`config.mk`:
```
export PLATFORM = sky130hd
export DESIGN_NAME = serial_adder_flat
export DESIGN_NICKNAME = d
export VERILOG_FILES = /design/src/rtl/serial_adder_pkg.sv /design/src/rtl/serial_adder_if.sv /design/src/rtl/full_adder.sv /design/src/rtl/halfadd.sv /design/src/rtl/serial_adder.sv /design/src/flat_wrapper.sv
export SDC_FILE = /design/constraint.sdc
export NUM_CORES = 1
export LEC_CHECK = 0
export ABC_AREA = 0
export CELL_PAD_IN_SITES_DETAIL_PLACEMENT = 0
export CELL_PAD_IN_SITES_GLOBAL_PLACEMENT = 1
export CORE_AREA = 2 2 69 71
export CTS_CLUSTER_DIAMETER = 100
export DETAILED_ROUTE_END_ITERATION = 8
export DIE_AREA = 0 0 71 73
export PLACE_DENSITY_LB_ADDON = 0.05
export SLEW_MARGIN = 25
export SYNTH_ARGS = -nofsm -noshare
export SYNTH_HDL_FRONTEND = slang
export SYNTH_SLANG_ARGS = --single-unit
```
`constraint.sdc`:
```
create_clock -name clk -period 3.5 [get_ports clk]
set_input_delay 0.7 -clock clk [delete_from_list [all_inputs] [get_ports clk]]
set_output_delay 0.7 -clock clk [all_outputs]
set_load 0.05 [all_outputs]
```
`src/rtl/serial_adder_pkg.sv`:
```
// Shared types and defaults for the bit-serial adder.
// Optional subtract mode is enabled by defining SERIAL_ADDER_SUB_EN.
package serial_adder_pkg;

    localparam int DEFAULT_WIDTH = 8;

    typedef enum logic [1:0] {
        IDLE  = 2'd0,
        SHIFT = 2'd1,
        DONE  = 2'd2
    } state_e;

    function automatic int cnt_width(input int w);
        return $clog2(w + 1);
    endfunction

endpackage

```
`src/rtl/serial_adder_if.sv`:
```
// Request/result bundle between a client and the serial adder.
// The sub signal exists only when SERIAL_ADDER_SUB_EN is defined.
interface serial_adder_if
    import serial_adder_pkg::*;
#(
    parameter int WIDTH = DEFAULT_WIDTH
);
    logic             start;
    logic [WIDTH-1:0] a;
    logic [WIDTH-1:0] b;
`ifdef SERIAL_ADDER_SUB_EN
    logic             sub;
`endif
    logic [WIDTH-1:0] sum;
    logic             cout;
    logic             busy;
    logic             done;

    modport master (
        output start, a, b,
`ifdef SERIAL_ADDER_SUB_EN
        output sub,
`endif
        input  sum, cout, busy, done
    );

    modport slave (
        input  start, a, b,
`ifdef SERIAL_ADDER_SUB_EN
        input  sub,
`endif
        output sum, cout, busy, done
    );
endinterface

```
`src/rtl/full_adder.sv`:
```
// One-bit full adder built from two half-adder cells and an OR.
module full_adder (
    input  logic a_i,
    input  logic b_i,
    input  logic c_i,
    output logic s_o,
    output logic c_o
);
    logic s1;
    logic c1;
    logic c2;

    halfadd u_ha0 (
        .a_i (a_i),
        .b_i (b_i),
        .s_o (s1),
        .c_o (c1)
    );

    halfadd u_ha1 (
        .a_i (s1),
        .b_i (c_i),
        .s_o (s_o),
        .c_o (c2)
    );

    assign c_o = c1 | c2;
endmodule

```
`src/rtl/halfadd.sv`:
```
// Half-adder cell used as a building block for the full adder.
module halfadd (
    input  logic a_i,
    input  logic b_i,
    output logic s_o,
    output logic c_o
);
    assign s_o = a_i ^ b_i;
    assign c_o = a_i & b_i;
endmodule

```
`src/rtl/serial_adder.sv`:
```
// Bit-serial adder, LSB first, one bit per clock; WIDTH+2 cycles per result.
// Define SERIAL_ADDER_SUB_EN to add the A-B mode (sub port on the interface).
module serial_adder
    import serial_adder_pkg::*;
#(
    parameter int WIDTH = DEFAULT_WIDTH
) (
    input  logic          clk,
    input  logic          rst_n,
    serial_adder_if.slave bus
);
    localparam int CW = cnt_width(WIDTH);

    state_e           state_q;
    logic [WIDTH-1:0] a_q;
    logic [WIDTH-1:0] b_q;
    logic [WIDTH-1:0] sum_q;
    logic [WIDTH-1:0] sum_d;
    logic [CW-1:0]    cnt_q;
    logic             carry_q;
    logic             busy_q;
    logic             done_q;
    logic             sub_q;
    logic             sub_in;
    logic             b_bit;
    logic             fa_s;
    logic             fa_c;
    logic             last;

`ifdef SERIAL_ADDER_SUB_EN
    assign sub_in = bus.sub;
`else
    assign sub_in = 1'b0;
    assign sub_q  = 1'b0;
`endif

    // Subtract is A + ~B + 1: invert B bits here, carry-in seeded with sub.
    assign b_bit = b_q[0] ^ sub_q;
    assign last  = (cnt_q == CW'(WIDTH - 1));

    full_adder u_fa (
        .a_i (a_q[0]),
        .b_i (b_bit),
        .c_i (carry_q),
        .s_o (fa_s),
        .c_o (fa_c)
    );

    always_comb begin
        sum_d            = sum_q >> 1;
        sum_d[WIDTH-1]   = fa_s;
    end

    always_ff @(posedge clk or negedge rst_n) begin
        if (!rst_n) begin
            state_q <= IDLE;
            a_q     <= '0;
            b_q     <= '0;
            sum_q   <= '0;
            cnt_q   <= '0;
            carry_q <= 1'b0;
            busy_q  <= 1'b0;
            done_q  <= 1'b0;
`ifdef SERIAL_ADDER_SUB_EN
            sub_q   <= 1'b0;
`endif
        end else begin
            done_q <= 1'b0;
            unique case (state_q)
                IDLE: begin
                    if (bus.start) begin
                        a_q     <= bus.a;
                        b_q     <= bus.b;
                        carry_q <= sub_in;
                        cnt_q   <= '0;
                        busy_q  <= 1'b1;
                        state_q <= SHIFT;
`ifdef SERIAL_ADDER_SUB_EN
                        sub_q   <= sub_in;
`endif
                    end
                end
                SHIFT: begin
                    sum_q   <= sum_d;
                    carry_q <= fa_c;
                    a_q     <= a_q >> 1;
                    b_q     <= b_q >> 1;
                    cnt_q   <= cnt_q + 1'b1;
                    if (last) begin
                        busy_q  <= 1'b0;
                        done_q  <= 1'b1;
                        state_q <= DONE;
                    end
                end
                DONE: begin
                    state_q <= IDLE;
                end
                default: begin
                    state_q <= IDLE;
                end
            endcase
        end
    end

    assign bus.sum  = sum_q;
    assign bus.cout = carry_q;
    assign bus.busy = busy_q;
    assign bus.done = done_q;
endmodule

```
`src/flat_wrapper.sv`:
```
// flat-port wrapper written by rule: the top's interface ports become plain ports
module serial_adder_flat import serial_adder_pkg::*;
#(
    parameter int WIDTH = DEFAULT_WIDTH
)
  (clk, rst_n, bus_start, bus_a, bus_b, bus_sum, bus_cout, bus_busy, bus_done);
  serial_adder_if #(.WIDTH(WIDTH)) bus_i ();
  input  logic clk;
  input  logic rst_n;
  input wire logic [$bits(bus_i.start)-1:0] bus_start;
  input wire logic [$bits(bus_i.a)-1:0] bus_a;
  input wire logic [$bits(bus_i.b)-1:0] bus_b;
  output wire logic [$bits(bus_i.sum)-1:0] bus_sum;
  output wire logic [$bits(bus_i.cout)-1:0] bus_cout;
  output wire logic [$bits(bus_i.busy)-1:0] bus_busy;
  output wire logic [$bits(bus_i.done)-1:0] bus_done;
  assign bus_i.start = bus_start;
  assign bus_i.a = bus_a;
  assign bus_i.b = bus_b;
  assign bus_sum = bus_i.sum;
  assign bus_cout = bus_i.cout;
  assign bus_busy = bus_i.busy;
  assign bus_done = bus_i.done;
  serial_adder #(.WIDTH(WIDTH)) u_core (.clk(clk), .rst_n(rst_n), .bus(bus_i));
endmodule
```
=== Yosys cells after proc, flatten, opt, wreduce, memory -nomap -nowiden ===
Index checks and enable logic that the tools add are counted.

* Register bits after elaboration: 33
* Input port bits: 19
* Output and inout port bits: 11
* Word-level logic and storage cells: 39

* $add $sub $neg: 1
* Equal/unequal tests: 4
* Muxes and demuxes: 16
* Bitwise gates (word level): 5
* Reductions and logical operators: 5

{| class="wikitable"
|+ Operator list
! operator !! number
|-
| one-hot mux 8 bit (2 select lines) || 2
|-
| two-way mux 8 bit || 2
|-
| one-hot mux 4 bit (2 select lines) || 1
|-
| two-way mux 1 bit || 5
|-
| adder 4 x 1 -> 4 bit (second input constant) || 1
|-
| == test 4 x 3 -> 1 bit (second input constant) || 1
|-
| two-way mux 2 bit || 2
|-
| two-way mux 4 bit || 1
|-
| one-hot mux 1 bit (2 select lines) || 2
|-
| one-hot mux 2 bit (2 select lines) || 1
|-
| AND reduction 2 bit || 2
|-
| AND reduction 3 bit || 1
|-
| bitwise AND 1 bit || 2
|-
| == test 2 x 1 -> 1 bit (second input constant) || 1
|-
| zero test 2 bit || 1
|-
| inequality test 2 x 1 -> 1 bit (second input constant) || 1
|-
| inequality test 2 bit (second input constant) || 1
|-
| nonzero test 2 bit || 1
|-
| bitwise XOR 1 bit || 2
|-
| bitwise OR 1 bit || 1
|}

=== Logic depth before layout (Yosys ltp) ===
Gate-level depths: netlist (run 1).

* Word-level depth: 4
* Depth in mapped cells: 5
* Depth with buffers taken out: 4

=== Hierarchy ===
Synthesis (run 1) repeated with hierarchy kept, for this count alone.

* Cell total of the unflattened synthesis: 115
* Area, all modules: 1,447.6 um^2

{| class="wikitable"
|+ Modules (own cells, without submodules)
! module !! times used !! cells each !! area an instance (um^2)
|-
| serial_adder || 1 || 112 || 1,416.4
|-
| halfadd || 2 || 1 || 12.5
|-
| full_adder || 1 || 1 || 6.3
|}

=== Worst setup path after synthesis (run 1) ===
No wires, ideal clock.

* Kind: register to register
* Start point: register u_core.carry_q (netlist: u_core.bus.cout)
* End point: register u_core.sum_q[7] (netlist: u_core.bus.sum[7])
* Setup time: 0.122 ns
* Arrival time: 1.347 ns
* Data required time: 3.378 ns
* Setup slack: 2.031 ns
* Stages on the path, launching flop included: 4
* Path buffers: 0
* Cells stage by stage: dfrtp_1 -> inv_1 -> fa_1 -> o21ai_1

* Cells in the longest elaborated chain, start to end: 1

{| class="wikitable"
|+ RTL lines
! item !! line !! text
|-
| start: declaration || serial_adder.sv:20 || <nowiki>logic carry_q;</nowiki>
|-
| start signal: assignment || serial_adder.sv:74 || <nowiki>carry_q <= sub_in;</nowiki>
|-
| bitwise XOR 1 bit || halfadd.sv:8 || <nowiki>assign s_o = a_i ^ b_i;</nowiki>
|-
| end signal: assignment || serial_adder.sv:84 || <nowiki>sum_q <= sum_d;</nowiki>
|-
| end: declaration || serial_adder.sv:17 || <nowiki>logic [WIDTH-1:0] sum_q;</nowiki>
|}

No other way between the ends.
A chain may end at the register's enable or synchronous reset.

=== Worst setup path after layout (run 1) ===
* Start point: register u_core.sum_q[7] (netlist: u_core.bus.sum[7])
* End point: output bus_sum[7]

{| class="wikitable"
|+ RTL lines
! item !! line !! text
|-
| end: declaration || flat_wrapper.sv:13 || <nowiki>output wire logic [$bits(bus_i.sum)-1:0] bus_sum;</nowiki>
|}

No word-level cell between the ends.

==> results of run 1 <==
[metrics by stage]
| step | cell area [um^2] | setup WS, ns | instances | util (%) |
|---|---|---|---|---|
| finish | 1930 | 1.33 | 238 | 42.6 |
| global route | 1930 | 1.21 | 238 | 42.6 |
| CTS | 1930 | 1.30 | 238 | 42.6 |
| detailed placement | 1830 | 1.04 | 230 | 40.4 |
| global placement | 1830 | 1.18 | 230 | 40.4 |
| floorplan | 1520 | 2.03 | 154 | - |
[state kept, by name, indices dropped and copies added (netlist names)]
signal,cells
u_core.b_q,8
u_core.bus.sum,8
u_core.bus.done,1
u_core.a_q,8
u_core.state_q,2
u_core.bus.cout,1
u_core.cnt_q,4
u_core.bus.busy,1
[worst reg2reg max path, delay by kind of cell, from the launching register on]
kind	cells	cell delay [ns]
simple gates	1	0.76
compound gates	2	0.38
flops	1	0.64
[final cells by class]
| type | count | area [um^2] | area share, % |
|---|---|---|---|
| Sequential cell | 33 | 826 | 42.7 |
| Multi-Input combinational cell | 106 | 609 | 31.5 |
| Timing Repair Buffer | 31 | 305 | 15.8 |
| Clock inverter | 1 | 5.00 | 0.259 |
| Clock buffer | 7 | 96.3 | 4.99 |
| Inverter | 6 | 22.5 | 1.17 |
| Tap cell | 54 | 67.6 | 3.50 |
[metal layers]
layer	wire length [um]	share of wire (%)	track usage, %
met1	1630	48	19.3
met2	1530	45	22.6
met3	201	5.9	4.83
met4	53	1.6	5.66
met5	0	0	0
[cell families (layout without fill, tap and decap cells)]
kind of cell    count (synthesis)  after routing  share of synthesized area, %
fa+ha+maj                       2              2                          2.15
compound gates                 52             52                          21.5
buf+inv                        15             45                          5.36
flops                          33             33                          54.5
simple gates                   52             52                          16.5
[cell usage in the layout, fill, tap and decap left out, types with 2 or more instances in the layout]
cell,netlist,routed
sky130_fd_sc_hd__clkdlybuf4s50_1,0,29
sky130_fd_sc_hd__and2b_1,2,2
sky130_fd_sc_hd__nand2_1,33,33
sky130_fd_sc_hd__a22oi_1,14,14
sky130_fd_sc_hd__dfrtp_1,33,33
sky130_fd_sc_hd__inv_1,5,5
sky130_fd_sc_hd__a2bb2oi_1,2,2
sky130_fd_sc_hd__o21ai_0,12,12
sky130_fd_sc_hd__buf_4,1,2
sky130_fd_sc_hd__a21oi_1,12,12
sky130_fd_sc_hd__nor2b_1,10,10
sky130_fd_sc_hd__nor2_1,2,2
sky130_fd_sc_hd__o21ai_1,7,7
sky130_fd_sc_hd__clkbuf_8,0,7
[power breakdown]
group / internal [mW] / switching (mW)
clock network: 0.178 / 0.138
logic: 0.280 / 0.476
registers: 0.534 / 0.120
total: 0.991 / 0.734
[worst max path at each step]
stage | endpoint | slack [ns] | cells after the start
2_1_floorplan | u_core.bus.sum[7]$_DFFE_PN0P_ | 2.03 | 3
3_3_place_gp | u_core.b_q[7]$_DFFE_PN0P_ | 1.18 | 4
3_5_place_dp | u_core.a_q[7]$_DFFE_PN0P_ | 1.04 | 4
4_1_cts | bus_sum[7] | 1.30 | 1
5_1_grt | u_core.a_q[7]$_DFFE_PN0P_ | 1.21 | 4
6_report | bus_sum[7] | 1.33 | 1
==> metrics.cfg, run 1 <==
[setup_path]
critical_path_peak_fanout=3
regToRegSetupSlack_ns=1.64
r2r_start=u_core.state_q[1]$_DFFE_PN0P_
crit_path_max_incr_delay_ns=0.81
path_class=reg -> out
timing.critical_path.max_delay_family=buffers and inverters
endpoint_required_time_on_the_critical_path_ns=2.80
path_buf_inv=1
critPathLaunch=u_core.bus.sum[7]$_DFFE_PN0P_
setup.worst_path.end_class=primary output
crit_path_start_kind=flip-flop
worstRegToRegCells=3
r2r_end=u_core.cnt_q[3]$_DFFE_PN0P_
cp_data_arrival_time_ns=1.47
crit_path_top_delay_cell=sky130_fd_sc_hd__clkdlybuf4s50_1
critical_path.cell_chain=clkdlybuf4s50_1

[grt]
grt_use_total_pct=14.7
grt_antenna_before_repair=0
grt_pass1_vias=1179
overflow=0
grt_max_degree=34
wire_length_of_the_first_global_routing_pass_um=5780

[sta]
timing.slew.headroom_pct=52.9
grt_setup_unrepaired=no
tightest_slew_ns=0.707
layout_min_cycle_time_ns=2.17
hold-worst-slack_ns=0.480
finalSetupViolations=0
maxClockFrequency_mhz=461
fin_tns_setup_ns=0
clock_skew_ns=0.00717
slew_violations=0
timing.final.hold_violations=0
final_min_period_over_clock_period_pct=62.0

[power_and_ir_drop]
power_mw=1.72
cellLeakagePower_nw=0.829
ir_worst_vdd_uv=424
power.density_cell_area_nw_per_um2=893

[worst_hold_path]
min-delay-start=u_core.bus.sum[0]$_DFFE_PN0P_
hold_path_end=u_core.bus.sum[0]$_DFFE_PN0P_
worst_hold_path_type=reg -> reg
hold_path_depth=2

[place]
gpl.final_weighted_congestion=0.692
detailedPlacementHpwl_um=2170
port-buffer-count=29

[floorplan]
boundaryPins=30
core_region_area_um2=4540
floorplan.die.height_um=73
num_rows=25
die-area_um2=5180
die_x_um=71
start_util_pct=33.4

[cts]
cts_inserted_buffers=5
clock-sinks=33
worst_setup_hold_path_clk_slew_ns=0.07
cts_tree=done
holdBufCountCts=0
worstSkewPairLatency_ns=0.28
ctsRootBufferMaster=sky130_fd_sc_hd__clkbuf_8
post_cts_resized=0
cts-root-to-sink-buffers=2
cts_setup_buffers=0
cts_htree_levels=2

[routing]
antenna_violating_nets_post_route=0
route.detailed.wl_per_inst_um=14.4
drt_first_iter_violations=45
drt_drc_violations_left=0
detailroute.via_count=1175
avgViaCountPerCell=4.94
routed_wire_length_um=3420
detail_route.first_pass.iterations=4

[synth]
post_synth.cell_area_avg_um2=9.85
synth_enable_flop_cells=0
postSynth.topFlopCell=sky130_fd_sc_hd__dfrtp_1
netlist.area_leader.share_pct=54.5
async_reset_ff_share_pct=100
synth_area_leader_cell=sky130_fd_sc_hd__dfrtp_1
synthTopCellsByCount=sky130_fd_sc_hd__dfrtp_1 (33), sky130_fd_sc_hd__nand2_1 (33), sky130_fd_sc_hd__a22oi_1 (14)
ys_warn_count=0
yosys_register_bits=33
synth.distinct_cells=28
synthesis.instances=154
yosysSeqAreaShare_pct=54.5
syn-num-nets=175
mappedNetlistArea_um2=1520
synth.top_cells.by_area=sky130_fd_sc_hd__dfrtp_1 (54%), sky130_fd_sc_hd__nand2_1 (8.2%), sky130_fd_sc_hd__a22oi_1 (6.9%)

[finish]
final_layout_size_suffix_gt1_share_pct=7.61
layout-area-overhead-vs-synth_pct=27.4
design.final.nets=204
antennaDiodeCount=0
layout.filler_cells=446

[job]
max_cap_violations=0

[outcome]
run_status=completed

Power figures use the tool's default switching activity.
==> run 2, diff against run 1 <==
==> constraint.sdc (replaced) <==
create_clock -name clk -period 2.1 [get_ports clk]
set_input_delay 0.42 -clock clk [delete_from_list [all_inputs] [get_ports clk]]
set_output_delay 0.42 -clock clk [all_outputs]
set_load 0.05 [all_outputs]
==> run 2 against run 1 <==
Total power increased by 66%. Via count increased by 3.7%. Register-to-register slack got worse by 1.1 ns. Critical path depth unchanged. Clock power increased by 54%. Sequential cell count unchanged. Sequential power increased by 62%. Worst hold slack improved by 0.0047 ns. Clock-buffer cell count unchanged. First-iteration DRC count increased to 2.8 times the previous value. Setup slack got worse by 1.1 ns. Final area increased by 0.39%. Critical path type unchanged. Critical endpoint is now bus_sum[5].
==> metrics.cfg, run 2 (synthesis gave the netlist of run 1 again) <==
[outcome]
run_status=completed

[worst_hold_path]
worst_hold_path_type=reg -> reg
hold_path_depth=2  ; unchanged

[floorplan]
num_rows=25  ; unchanged
core_region_area_um2=4540  ; unchanged
die-area_um2=5180  ; unchanged
boundaryPins=30  ; unchanged
start_util_pct=33.4  ; unchanged
floorplan.die.height_um=73  ; unchanged
die_x_um=71  ; unchanged

[sta]
timing.final.hold_violations=0  ; unchanged
tightest_slew_ns=0.694  ; -0.0134 ns
timing.slew.headroom_pct=53.8  ; +0.89 points
grt_setup_unrepaired=no
slew_violations=0  ; unchanged
layout_min_cycle_time_ns=1.88
maxClockFrequency_mhz=532
final_min_period_over_clock_period_pct=89.5
finalSetupViolations=0  ; unchanged
clock_skew_ns=0.00543  ; -0.00175 ns
fin_tns_setup_ns=0  ; unchanged

[setup_path]
crit_path_max_incr_delay_ns=0.81  ; about the same
cp_data_arrival_time_ns=1.46  ; about the same
critical_path.cell_chain=clkdlybuf4s50_1
critical_path_peak_fanout=3  ; unchanged
setup.worst_path.end_class=primary output
path_class=reg -> out
endpoint_required_time_on_the_critical_path_ns=1.68  ; -1.12 ns
timing.critical_path.depth=1  ; unchanged
crit_path_start_kind=flip-flop
crit_path_top_delay_cell=sky130_fd_sc_hd__clkdlybuf4s50_1
worstRegToRegCells=4  ; +1
path_buf_inv=1  ; unchanged
timing.critical_path.max_delay_family=buffers and inverters

[finish]
final_layout_size_suffix_gt1_share_pct=8.06  ; +0.46 points
layout.cells.non_filler=240  ; +0.84%
design.final.nets=207  ; +1.5%
layout-area-overhead-vs-synth_pct=27.9
antennaDiodeCount=0  ; unchanged
mostFrequentLayoutCells=sky130_fd_sc_hd__nand2_1 (33), sky130_fd_sc_hd__dfrtp_1 (33), sky130_fd_sc_hd__clkdlybuf4s50_1 (29)

[place]
gpl.final_weighted_congestion=0.842  ; +22%
port-buffer-count=29  ; unchanged
placed_cells=233  ; +1.3%
detailedPlacementHpwl_um=2220  ; +2.0%

[routing]
drt_first_iter_violations=125  ; +180%
drt_drc_violations_left=0  ; unchanged
detail_route.first_pass.iterations=4  ; unchanged
avgViaCountPerCell=5.08  ; +2.9%
route.detailed.wl_per_inst_um=14.5  ; +0.85%
routed_wire_length_um=3470  ; +1.7%
antenna_violating_nets_post_route=0  ; unchanged
detailroute.via_count=1219  ; +3.7%

[grt]
grt_pass1_vias=1166  ; -1.1%
overflow=0  ; unchanged
grt_use_total_pct=14.9  ; +0.18 points
grt_max_degree=34  ; unchanged
wire_length_of_the_first_global_routing_pass_um=5890  ; +1.8%
grt_antenna_before_repair=0  ; unchanged

[cts]
cts_htree_levels=2  ; unchanged
worst_setup_hold_path_clk_slew_ns=0.06  ; about the same
ctsRootBufferMaster=sky130_fd_sc_hd__clkbuf_8
holdBufCountCts=0  ; unchanged
cts_inserted_buffers=5  ; unchanged
cts-root-to-sink-buffers=2  ; unchanged
cts_tree=done
cts_setup_buffers=0  ; unchanged
clock-sinks=33  ; unchanged
post_cts_resized=0  ; unchanged
worstSkewPairLatency_ns=0.28  ; about the same

[power_and_ir_drop]
ir_worst_vdd_uv=547  ; +29%
internal_power_of_the_cells_mw=1.63  ; +65%
comb_power_share_pct=45.9  ; +2.1 points
cellLeakagePower_nw=0.834  ; +0.56%
switching_power_mw=1.23  ; +67%
seq_power_share_pct=37.1  ; -0.8 points
p_sw_share_pct=42.9  ; +0.35 points
clk_network_pwr_share_pct=17.0  ; -1.3 points
power.density_cell_area_nw_per_um2=1480  ; +65%

[job]
max_cap_violations=0  ; unchanged

-- run 2: worst paths after layout --
| kind | start | endpoint | slack [ns] |
|---|---|---|---|
| worst min-delay path | u_core.bus.sum[0]$_DFFE_PN0P_ | u_core.bus.sum[0]$_DFFE_PN0P_ | 0.48 |
| worst max register to register | u_core.state_q[0]$_DFFE_PN0P_ | u_core.cnt_q[3]$_DFFE_PN0P_ | 0.56 |
| min in group asynchronous | rst_n | u_core.a_q[1]$_DFFE_PN0P_ | 0.55 |
| worst min register to register | u_core.bus.sum[0]$_DFFE_PN0P_ | u_core.bus.sum[0]$_DFFE_PN0P_ | 0.48 |
| worst max-delay path | u_core.bus.sum[5]$_DFFE_PN0P_ | bus_sum[5] | 0.22 |
| max in group asynchronous | rst_n | u_core.a_q[7]$_DFFE_PN0P_ | 1.24 |
-- run 2: final cells by class --
class / instances / area, um^2
Tap cell: 54 / 67.6
Fill cell: 438 / 2600
Clock buffer: 7 / 86.3
Multi-Input combinational cell: 106 / 609
Timing Repair Buffer: 34 / 328
Inverter: 6 / 22.5
Sequential cell: 33 / 826
-- run 2: routing by layer --
metal | up-vias | track usage [%] | part of all wire [%] | wire, um
met1 | 587 | 20.9 | 50 | 1730
met5 | - | 0 | 0 | 0
met2 | 34 | 21.2 | 44 | 1520
met4 | 0 | 5.03 | 1.4 | 47
li1 | 593 | - | - | -
met3 | 5 | 5.52 | 5.2 | 181
-- run 2: power by group through the flow --
stage               Sequential [mW]  Combinational, mW  Clock [mW]
finish                         1.06               1.31       0.485
detailed placement             1.07               1.33           0
CTS                            1.06               1.33       0.502
global placement               1.06               1.31           0
floorplan                      1.33              0.704           0
global route                   1.10               1.45       0.537
-- run 2: per-stage QoR --
stage               total power, mW  setup WS [ns]  util [%]  hold slack, ns  cell area [um^2]
floorplan                      2.04          0.631         -           0.124              1520
global placement               2.37          0.340      40.9           0.459              1850
detailed placement             2.40          0.329      40.9           0.478              1850
CTS                            2.89          0.204      42.8           0.493              1940
global route                   3.09          0.144      42.8           0.509              1940
finish                         2.86          0.221      42.8           0.484              1940
==> run 3, diff against run 2 <==
--- a/config.mk
+++ b/config.mk
@@ -10,10 +10,12 @@
 export CELL_PAD_IN_SITES_GLOBAL_PLACEMENT = 1
 export CORE_AREA = 2 2 69 71
 export CTS_CLUSTER_DIAMETER = 100
+export CTS_CLUSTER_SIZE = 20
 export DETAILED_ROUTE_END_ITERATION = 8
 export DIE_AREA = 0 0 71 73
 export PLACE_DENSITY_LB_ADDON = 0.05
-export SLEW_MARGIN = 25
+export SKIP_LAST_GASP = 1
+export SLEW_MARGIN = 20
 export SYNTH_ARGS = -nofsm -noshare
 export SYNTH_HDL_FRONTEND = slang
 export SYNTH_SLANG_ARGS = --single-unit
==> results of run 3 <==
Same layout as run 2: the final DEF is identical, and so are final timing and power.
